==> config.mk <==
export PLATFORM = sky130hd
export DESIGN_NAME = prio_grant_unit
export DESIGN_NICKNAME = d
export VERILOG_FILES = /design/src/rtl/prio_grant_unit.sv
export SDC_FILE = /design/constraint.sdc
export NUM_CORES = 1
export LEC_CHECK = 0
export BUFFER_PORTS_ARGS = -buffer_cell sky130_fd_sc_hd__buf_2
export CAP_MARGIN = 20
export CORE_MARGIN = 8
export CORE_UTILIZATION = 54
export DETAILED_ROUTE_END_ITERATION = 8
export PLACE_DENSITY = 0.78
export SLEW_MARGIN = 20
export SYNTH_ARGS = -nofsm -noshare
export SYNTH_HDL_FRONTEND = slang
export SYNTH_SLANG_ARGS = --single-unit
==> constraint.sdc <==
create_clock -name clk -period 4.1 [get_ports clk]
set_clock_uncertainty 0.15 [all_clocks]
set_input_delay 0.82 -clock clk [delete_from_list [all_inputs] [get_ports clk]]
set_output_delay 0.82 -clock clk [all_outputs]
set_load 0.02 [all_outputs]
==> src/rtl/prio_grant_unit.sv <==
// Fixed/round-robin priority arbiter with a registered, held grant.
// A grant stays presented until the consumer accepts it; a new winner can be captured on the same edge.
//
// state | meaning
// ------+----------------------------------------------------------
// IDLE  | no grant presented, outputs zero, waiting for any request
// HOLD  | grant/grant_idx presented and stable until grant_ready
module prio_grant_unit #(
  parameter int N  = 8,
  parameter int IW = 3
) (
  input  logic          clk,
  input  logic          rst_n,
  input  logic [N-1:0]  req,
  input  logic          mode,
  input  logic          grant_ready,
  output logic [N-1:0]  grant,
  output logic [IW-1:0] grant_idx,
  output logic          grant_valid
);

  localparam logic IDLE = 1'b0;
  localparam logic HOLD = 1'b1;

  logic          state;
  logic          held_mode;
  logic [IW-1:0] ptr;
  logic [IW-1:0] ptr_upd;
  logic [IW-1:0] start_idx;
  logic [N-1:0]  req_hi;
  logic [N-1:0]  rr_vec;
  logic [IW-1:0] rr_idx;
  logic [IW-1:0] fix_idx;
  logic [IW-1:0] win_idx;
  logic [N-1:0]  win_oh;
  logic          accept;
  logic          advance;

  assign grant_valid = (state == HOLD);
  assign accept      = grant_valid & grant_ready;
  assign advance     = ~grant_valid | grant_ready;

  // The search after an accepted round-robin grant must already see the new pointer.
  assign ptr_upd   = (accept && held_mode) ? grant_idx : ptr;
  assign start_idx = (ptr_upd == IW'(N - 1)) ? '0 : ptr_upd + 1'b1;

  // Requests at or above the start index win first; otherwise wrap to the lowest set bit.
  assign req_hi = req & ({N{1'b1}} << start_idx);
  assign rr_vec = (req_hi != '0) ? req_hi : req;

  always_comb begin
    rr_idx = '0;
    for (int k = N - 1; k >= 0; k--) begin
      if (rr_vec[k]) rr_idx = IW'(k);
    end
  end

  always_comb begin
    fix_idx = '0;
    for (int k = 0; k < N; k++) begin
      if (req[k]) fix_idx = IW'(k);
    end
  end

  assign win_idx = mode ? rr_idx : fix_idx;
  assign win_oh  = {{(N-1){1'b0}}, 1'b1} << win_idx;

  always_ff @(posedge clk or negedge rst_n) begin
    if (!rst_n) begin
      state     <= IDLE;
      grant     <= '0;
      grant_idx <= '0;
      held_mode <= 1'b0;
      ptr       <= IW'(N - 1);
    end else begin
      ptr <= ptr_upd;
      if (advance) begin
        if (req != '0) begin
          state     <= HOLD;
          grant     <= win_oh;
          grant_idx <= win_idx;
          held_mode <= mode;
        end else begin
          state     <= IDLE;
          grant     <= '0;
          grant_idx <= '0;
          held_mode <= 1'b0;
        end
      end
    end
  end

endmodule

Word level (Yosys, flattened, before mapping). Index checks and enable logic that the tools add are counted.

Register bits: 16. Bits of input ports: 12. Output and inout bits: 12. Word-level logic and storage cells: 39.

Add/subtract/negate cells: 1. Equal/unequal tests: 1. Shift-type cells: 2. Muxes and demuxes: 23. Bitwise operators: 4. Reductions and logical operators: 3.

Operators with widths (number): $mux 3 (18); $mux 8 (2); $reduce_bool 8->1 (2); $and 8x8->8 (1); $shl 1x3->8 const A (1); $shl 8x3->8 const A (1); $add 3x1->3 const B (1); $eq 3x3->1 const B (1); $mux 1 (3); $and 1x1->1 (1); $logic_and 1x1->1 (1); $not 1->1 (1); $or 1x1->1 (1).

Longest topological paths before layout. Gate-level depths: netlist (run 1).

Word-level depth: 20. Depth in mapped cells: 12. Depth with buffers taken out: 12.

Worst setup path after synthesis (run 1). No wires, ideal clock.

Path kind: input to register. From: input port grant_ready. To: register grant[0]. Library setup time: 0.110 ns. Arrival: 3.331 ns. Required time: 3.840 ns. Setup slack: 0.509 ns. Stages on the path: 12. Buffers on the path: 0. Cell sequence: nand3_4 mux2i_1 inv_1 ha_1 or2b_1 a211oi_2 nor3_2 nor4_4 o21bai_2 a221oi_2 a311o_1 o41ai_1.

Cells in the longest elaborated chain, start to end: 20. Elaborated cells between the ends (all ways): 22. Classes of those cells: add/sub (1); eq/ne (1); shift (2); mux (13); bitwise (3); reduce/logical (2).

Ends and longest elaborated chain: start, declared (line 16) `input logic grant_ready,`; $and 1x1->1 (*) (line 40) `assign accept = grant_valid & grant_ready;`; $logic_and 1x1->1 (*) (line 44) `assign ptr_upd = (accept && held_mode) ? grant_idx : ptr;`; $mux 3 (*) (line 44); net ptr_upd[0] (line 28) `logic [IW-1:0] ptr_upd;`; $add 3x1->3 or $eq 3x3->1 (tied branches) (line 45) `assign start_idx = (ptr_upd == IW'(N - 1)) ? '0 : ptr_upd + 1'b1;`; $mux 3 (*) (line 45); $shl 8x3->8 (*) (line 48) `assign req_hi = req & ({N{1'b1}} << start_idx);`; $and 8x8->8 (*) (line 48); $reduce_bool 8->1 (line 49) `assign rr_vec = (req_hi != '0) ? req_hi : req;`; $mux 8 (*) (line 49); $mux 3 (7 in series) (line 54) `if (rr_vec[k]) rr_idx = IW'(k);`; $mux 3 (*) (line 54); $mux 3 (*) (line 65) `assign win_idx = mode ? rr_idx : fix_idx;`; $shl 1x3->8 (*) (line 66) `assign win_oh = {{(N-1){1'b0}}, 1'b1} << win_idx;`; $mux 8 (*) (line 78) `if (req != '0) begin`; end signal, assigned (line 80) `grant <= win_oh;`; end, declared (line 17) `output logic [N-1:0] grant,`.

The timed path passes the listed nets; every way through them passes the cells marked *. A chain may end at the register's enable or synchronous reset.

Final worst setup path (run 1).
From: input port grant_ready. To: register grant[3].

Same word-level chain as after synthesis.

==> results.yml, run 1 <==
worst_setup_path:
  required_ps: 4130
  path_delay_family: "compound AO/OA/AOI/OAI gates"
  path_max_fanout: 6
  slowest_stage: "a221o_1"
  crit_top_cell: "nand2_1"
  startpoint_type: "input port"
  end_kind: "register"
  cp_cell_sequence: "buf_2, and3_2, nand2_1, nand2_1, ha_1, or2b_1, a21oi_2, nor2_1, a211o_1, a221o_1, a221oi_2, a311oi_1, buf_4, o41ai_1"
  path_buf_inv: 2
  arrival_ps: 3840
  path_class: "input port to register"
  slowest_delay_ps: 380
pwr:
  sw_frac_of_total_pct: 43.60
  ir_worst_vdd_mv: 0.2940
  p_leak_uw: 0.0006291
  p_clk_share_pct: 13.1
  switchingPower_uw: 290.6
  seqPwrFrac_pct: 32.6
  p_per_area_nw_per_um2: 470.2
  finalPower_uw: 666.5
  internal_power_uw: 375.9
  power_frac_comb_pct: 54.3
sta:
  fin_crit_sh_pct: 92.76
  worst_slew_pin_slew_ps: 428.1
  hold_viol_final: 0
  rsz0062_at_grt: "no"
  fin_ws_ps: 297.0
  setup_violations: 0
  slew_viol_final: 0
  slew_headroom_pct: 71.24
  timing.hold.ws_ps: 275.5
  fin_crit_ps: 3803
  fmax_ghz: 0.2629
  finalSetupTns_ps: 0
synth:
  synth-edff-count: 0
  synth-xor-area-share_pct: 0
  synth-async-reset-ratio_pct: 100.0
  syn_nets: 146
  ys_ff_latch: 16
  synth_top_family_by_area: "compound AO/OA/AOI/OAI gates"
  synthSimpleGateAreaFrac_pct: 26.10
  syn_inst: 131
  muxShareOfSynthArea_pct: 1.638
  synth_cell_types: 51
  ys_warn_count: 0
  synthAdderAreaFrac_pct: 3.071
  ys_seq_area_share_pct: 33.06
  synth_compound_area_share_pct: 34.29
  ys.flop_type: "dfrtp_1"
  synth_area_per_cell_um2: 9.331
  syn-cell-area_um2: 1222
clocking:
  post_cts_buffers: 0
  cts_buffers: 3
  insertion_delay_ps: 290
  cts.repair.resized: 0
  cts_buffer_depth: 2
  cts.sinks: 16
  htreeDepth: 1
  cts_root_buf: "clkbuf_4"
  cts_tree: "done"
  clk_pin_slew_ps: 90
  hold_buffers: 0
detailed_routing:
  wl_per_cell_um: 16.68
  drt-vias-per-instance: 6.388
  ant_nets: 0
  dr.pass1.iters: 4
  wl_mm: 3.136
  drc: 0
  drtIter0Drc: 54
  vias: 1201
floorplan:
  floorplan.rows: 17
  die_y_um: 63.58
  die_area_um2: 4042
  die_w_um: 63.58
  design.core.area_um2: 2170
  start_util_pct: 56.34
  ios: 24
worst_hold_path:
  hold_path.class: "input port to async pin"
placed_design:
  dp_hpwl_mm: 2.554
  globalplace.congestion: 0.9076
  preCtsSetupSlack_ps: 41.21
  dp.cells: 184
  io_buffers: 23
grt:
  antenna_found_initial: 0
  grtUsageTotal_pct: 15.81
  grt_pass1_wl_mm: 5.395
  grt_overflow: 0
  grt_max_degree: 17
  grt_pass1_vias: 1270
final_layout:
  diodes: 0
  drive_gt1_share_pct: 32.50
  layout_common_cells: "buf_2 (23), dfrtp_1 (13), nand2_1 (12)"
  fill_cells: 199
  layout_commonest_cell: "buf_2"
  stdcell_count: 188
  nets: 176
  area_growth_syn_to_layout_pct: 15.97
job:
  cap_viol_max_count: 0
outcome:
  status: "finished, final reports clean"
[Yosys cell counts (3+ instances only)]
| cell | count | area [um^2] |
|---|---|---|
| nor2_1 | 9 | 33.78 |
| or2b_1 | 3 | 22.52 |
| nor3_1 | 4 | 20.02 |
| inv_1 | 5 | 18.77 |
| dfrtp_1 | 13 | 325.3 |
| nor2b_1 | 4 | 25.02 |
| a211o_1 | 3 | 26.28 |
| nand2_1 | 12 | 45.04 |
| a21o_1 | 3 | 22.52 |
| a21oi_1 | 6 | 30.03 |
| a32o_1 | 4 | 40.04 |
| o41ai_1 | 5 | 43.79 |
| dfstp_2 | 3 | 78.83 |
| a211oi_2 | 3 | 37.54 |
| ha_1 | 3 | 37.54 |
| o21ai_0 | 7 | 35.03 |
[power groups by stage]
| stage | logic [uW] | registers, uW | clock network [uW] |
|---|---|---|---|
| 3_5_place_dp | 360 | 220 | 0 |
| 6_report | 362 | 217 | 87.3 |
| 3_3_place_gp | 352 | 217 | 0 |
| 2_1_floorplan | 235 | 244 | 0 |
| 5_1_grt | 396 | 221 | 93.3 |
| 4_1_cts | 362 | 217 | 88.9 |
[path summary, 6_finish.rpt]
path / from / endpoint / slack, ps / cells after the start
min in group clk: grant[5] / grant[5] / 340 / 1
worst min register to register: grant[5] / grant[5] / 340 / 1
worst max register to register: grant_valid / grant[3] / 470 / 13
max in group asynchronous: rst_n / ptr[2] / 3210 / 1
worst max-delay path: grant_ready / grant[3] / 300 / 14
worst min-delay path: rst_n / grant[0] / 280 / 1
[kinds of logic (layout without fill, tap and decap cells)]
family                     count (synthesis)  in the layout
muxes                                      2              2
and+or+nand+nor                           52             52
buffers and inverters                      6             35
DFF                                       16             16
adders and majority gates                  3              3
AOI/OAI and AO/OA                         52             52
[metrics by stage]
step	cell area, um^2	utilization, %
3_3_place_gp	1391	64.13
6_report	1418	65.34
5_1_grt	1418	65.34
3_5_place_dp	1391	64.13
4_1_cts	1418	65.34
2_1_floorplan	1222	-
[state kept, by name, summed over array words and instances, names as in the netlist]
| register | flops |
|---|---|
| grant | 8 |
| grant_idx | 3 |
| grant_valid | 1 |
| held_mode | 1 |
| ptr | 3 |
[metal layers]
metal | vias to the layer above | share of wire [%] | track usage [%] | routed length, um
met4 | 0 | 2.5 | 7.521 | 78
met1 | 579 | 45 | 17.30 | 1405
met3 | 11 | 4.6 | 4.064 | 143
met5 | - | 0 | 0 | 0
li1 | 573 | - | - | -
met2 | 38 | 48 | 27.63 | 1508
[area by class of cell]
| cell class | instances | area, um^2 | area share [%] |
|---|---|---|---|
| inverters | 5 | 18.77 | 1.324 |
| multi-input cells | 109 | 795.8 | 56.13 |
| repair buffers | 26 | 137.6 | 9.709 |
| well taps | 28 | 35.03 | 2.471 |
| clock buffers | 4 | 26.28 | 1.853 |
| flip-flops and latches | 16 | 404.1 | 28.51 |
No activity file was read; power rests on OpenSTA's default activity.
==> run 2: changes to the inputs <==
==> constraint.sdc (replaced) <==
create_clock -name clk -period 4.1 [get_ports clk]
set_clock_uncertainty 0.15 [all_clocks]
set_input_delay 0.615 -clock clk [delete_from_list [all_inputs] [get_ports clk]]
set_output_delay 0.615 -clock clk [all_outputs]
set_load 0.02 [all_outputs]
==> results.yml, run 2 (same netlist as run 1, synthesis figures left out) <==
grt:
  grt_max_degree: 17
  grt_pass1_vias: 1214
  grtUsageTotal_pct: 15.49
  grt_pass1_wl_mm: 5.326
  grt_overflow: 0
  antenna_found_initial: 0
sta:
  fin_crit_ps: 3664
  slew_headroom_pct: 52.69
  worst_slew_pin_slew_ps: 704.9
  slew_viol_final: 0
  fmax_ghz: 0.2730
  rsz0062_at_grt: "no"
  fin_crit_sh_pct: 89.36
  setup_violations: 0
  finalSetupTns_ps: 0
  fin_ws_ps: 436.3
  hold_viol_final: 0
  timing.hold.ws_ps: 74.29
final_layout:
  fill_cells: 207
  drive_gt1_share_pct: 31.65
  layout_common_cells: "buf_2 (23), dfrtp_1 (13), nand2_1 (12)"
  regMostFlops: "grant"
  stdcell_area_um2: 1403
  area_growth_syn_to_layout_pct: 14.74
  post-route-util_pct: 64.65
  diodes: 0
  top_regs: "grant (8), grant_idx (3), ptr (3)"
  layout_commonest_cell: "buf_2"
  nets: 174
  largest_reg_flops: 8
worst_setup_path:
  arrival_ps: 3650
  slowest_stage: "a311oi_1"
  cp_cell_sequence: "nand3_4, mux2i_1, inv_1, ha_1, or2b_1, a211oi_2, nor3_2, nor4_4, o21bai_2, a221oi_2, a311oi_1, o21ai_0"
  startpoint_type: "register"
  slowest_delay_ps: 570
  required_ps: 4090
  path_max_fanout: 8
  path_class: "register to register"
  end_kind: "register"
  reg2reg_slack_ps: 440
clocking:
  cts.sinks: 16
  insertion_delay_ps: 280
  cts_buffer_depth: 2
  post_cts_buffers: 0
  htreeDepth: 1
  cts_root_buf: "clkbuf_4"
  clk_pin_slew_ps: 90
  hold_buffers: 0
  cts.repair.resized: 0
  cts_buffers: 3
  cts_tree: "done"
floorplan:
  die_w_um: 63.58
  design.core.area_um2: 2170
  die_area_um2: 4042
  start_util_pct: 56.34
  ios: 24
  floorplan.rows: 17
  die_y_um: 63.58
pwr:
  ir_worst_vdd_mv: 0.3469
  p_per_area_nw_per_um2: 470.4
  seqPwrFrac_pct: 32.7
  switchingPower_uw: 288.1
  p_clk_share_pct: 13.0
  internal_power_uw: 371.6
  sw_frac_of_total_pct: 43.68
  power_frac_comb_pct: 54.3
  p_leak_uw: 0.0006199
detailed_routing:
  wl_met2_mm: 1.533
  drt-vias-per-instance: 6.441
  dr.pass1.iters: 4
  drtIter0Drc: 60
  drc: 0
  met3_length_um: 180
  ant_nets: 0
  vias: 1198
  wl_met1_mm: 1.359
  wl_mm: 3.098
  wl_per_cell_um: 16.66
  highest_layer: "met4"
job:
  cap_viol_max_count: 0
placed_design:
  io_buffers: 23
  placed_area_um2: 1376
  dp_hpwl_mm: 2.405
  preCtsSetupSlack_ps: 189.5
  globalplace.congestion: 0.9659
worst_hold_path:
  hold_path.class: "input port to async pin"
outcome:
  status: "finished, final reports clean"
==> run 2: power groups by stage <==
stage               logic (uW)  registers (uW)  clock network, uW
global placement           347             217                  0
floorplan                  235             244                  0
finish                     358             216               85.5
detailed placement         355             218                  0
CTS                        357             215               87.3
global route               391             220               91.8
==> run 2: worst max-delay path: cells and delay by family, from the launching register on <==
family | cells | cell delay [ps]
compound gates | 5 | 1320
fa+ha+maj | 1 | 260
buf+inv | 1 | 110
flops | 1 | 460
mux | 1 | 250
simple gates | 4 | 970
==> run 2: final timing paths <==
path | to | startpoint | cells past startpoint
setup / recovery | grant_idx[0] | grant_valid | 12
hold / removal | grant[2] | rst_n | 1
setup reg to reg | grant_idx[0] | grant_valid | 12
hold reg to reg | grant[1] | grant[1] | 2
max in group asynchronous | ptr[0] | rst_n | 1
min in group clk | grant[1] | grant[1] | 2
==> run 2: area by class of cell <==
cell class                      instances  area, um^2  area share, %
Clock buffer                            4       26.28          1.873
Inverter                                5       18.77          1.338
Multi-Input combinational cell        109       795.8          56.73
Sequential cell                        16       404.1          28.81
Tap cell                               28       35.03          2.498
Timing Repair Buffer                   24       122.6          8.742
==> run 2: per-layer routing <==
layer  vias to the layer above  GRT usage, %
met3                         2         2.473
met5                         -             0
met2                        44         26.49
li1                        569             -
met1                       583         18.13
met4                         0         7.799
==> run 2: per-stage QoR <==
| stage | instances | total power, uW |
|---|---|---|
| floorplan | 131 | 478.6 |
| global route | 186 | 702.9 |
| CTS | 186 | 659.1 |
| finish | 186 | 659.7 |
| global placement | 182 | 564.4 |
| detailed placement | 182 | 572.9 |
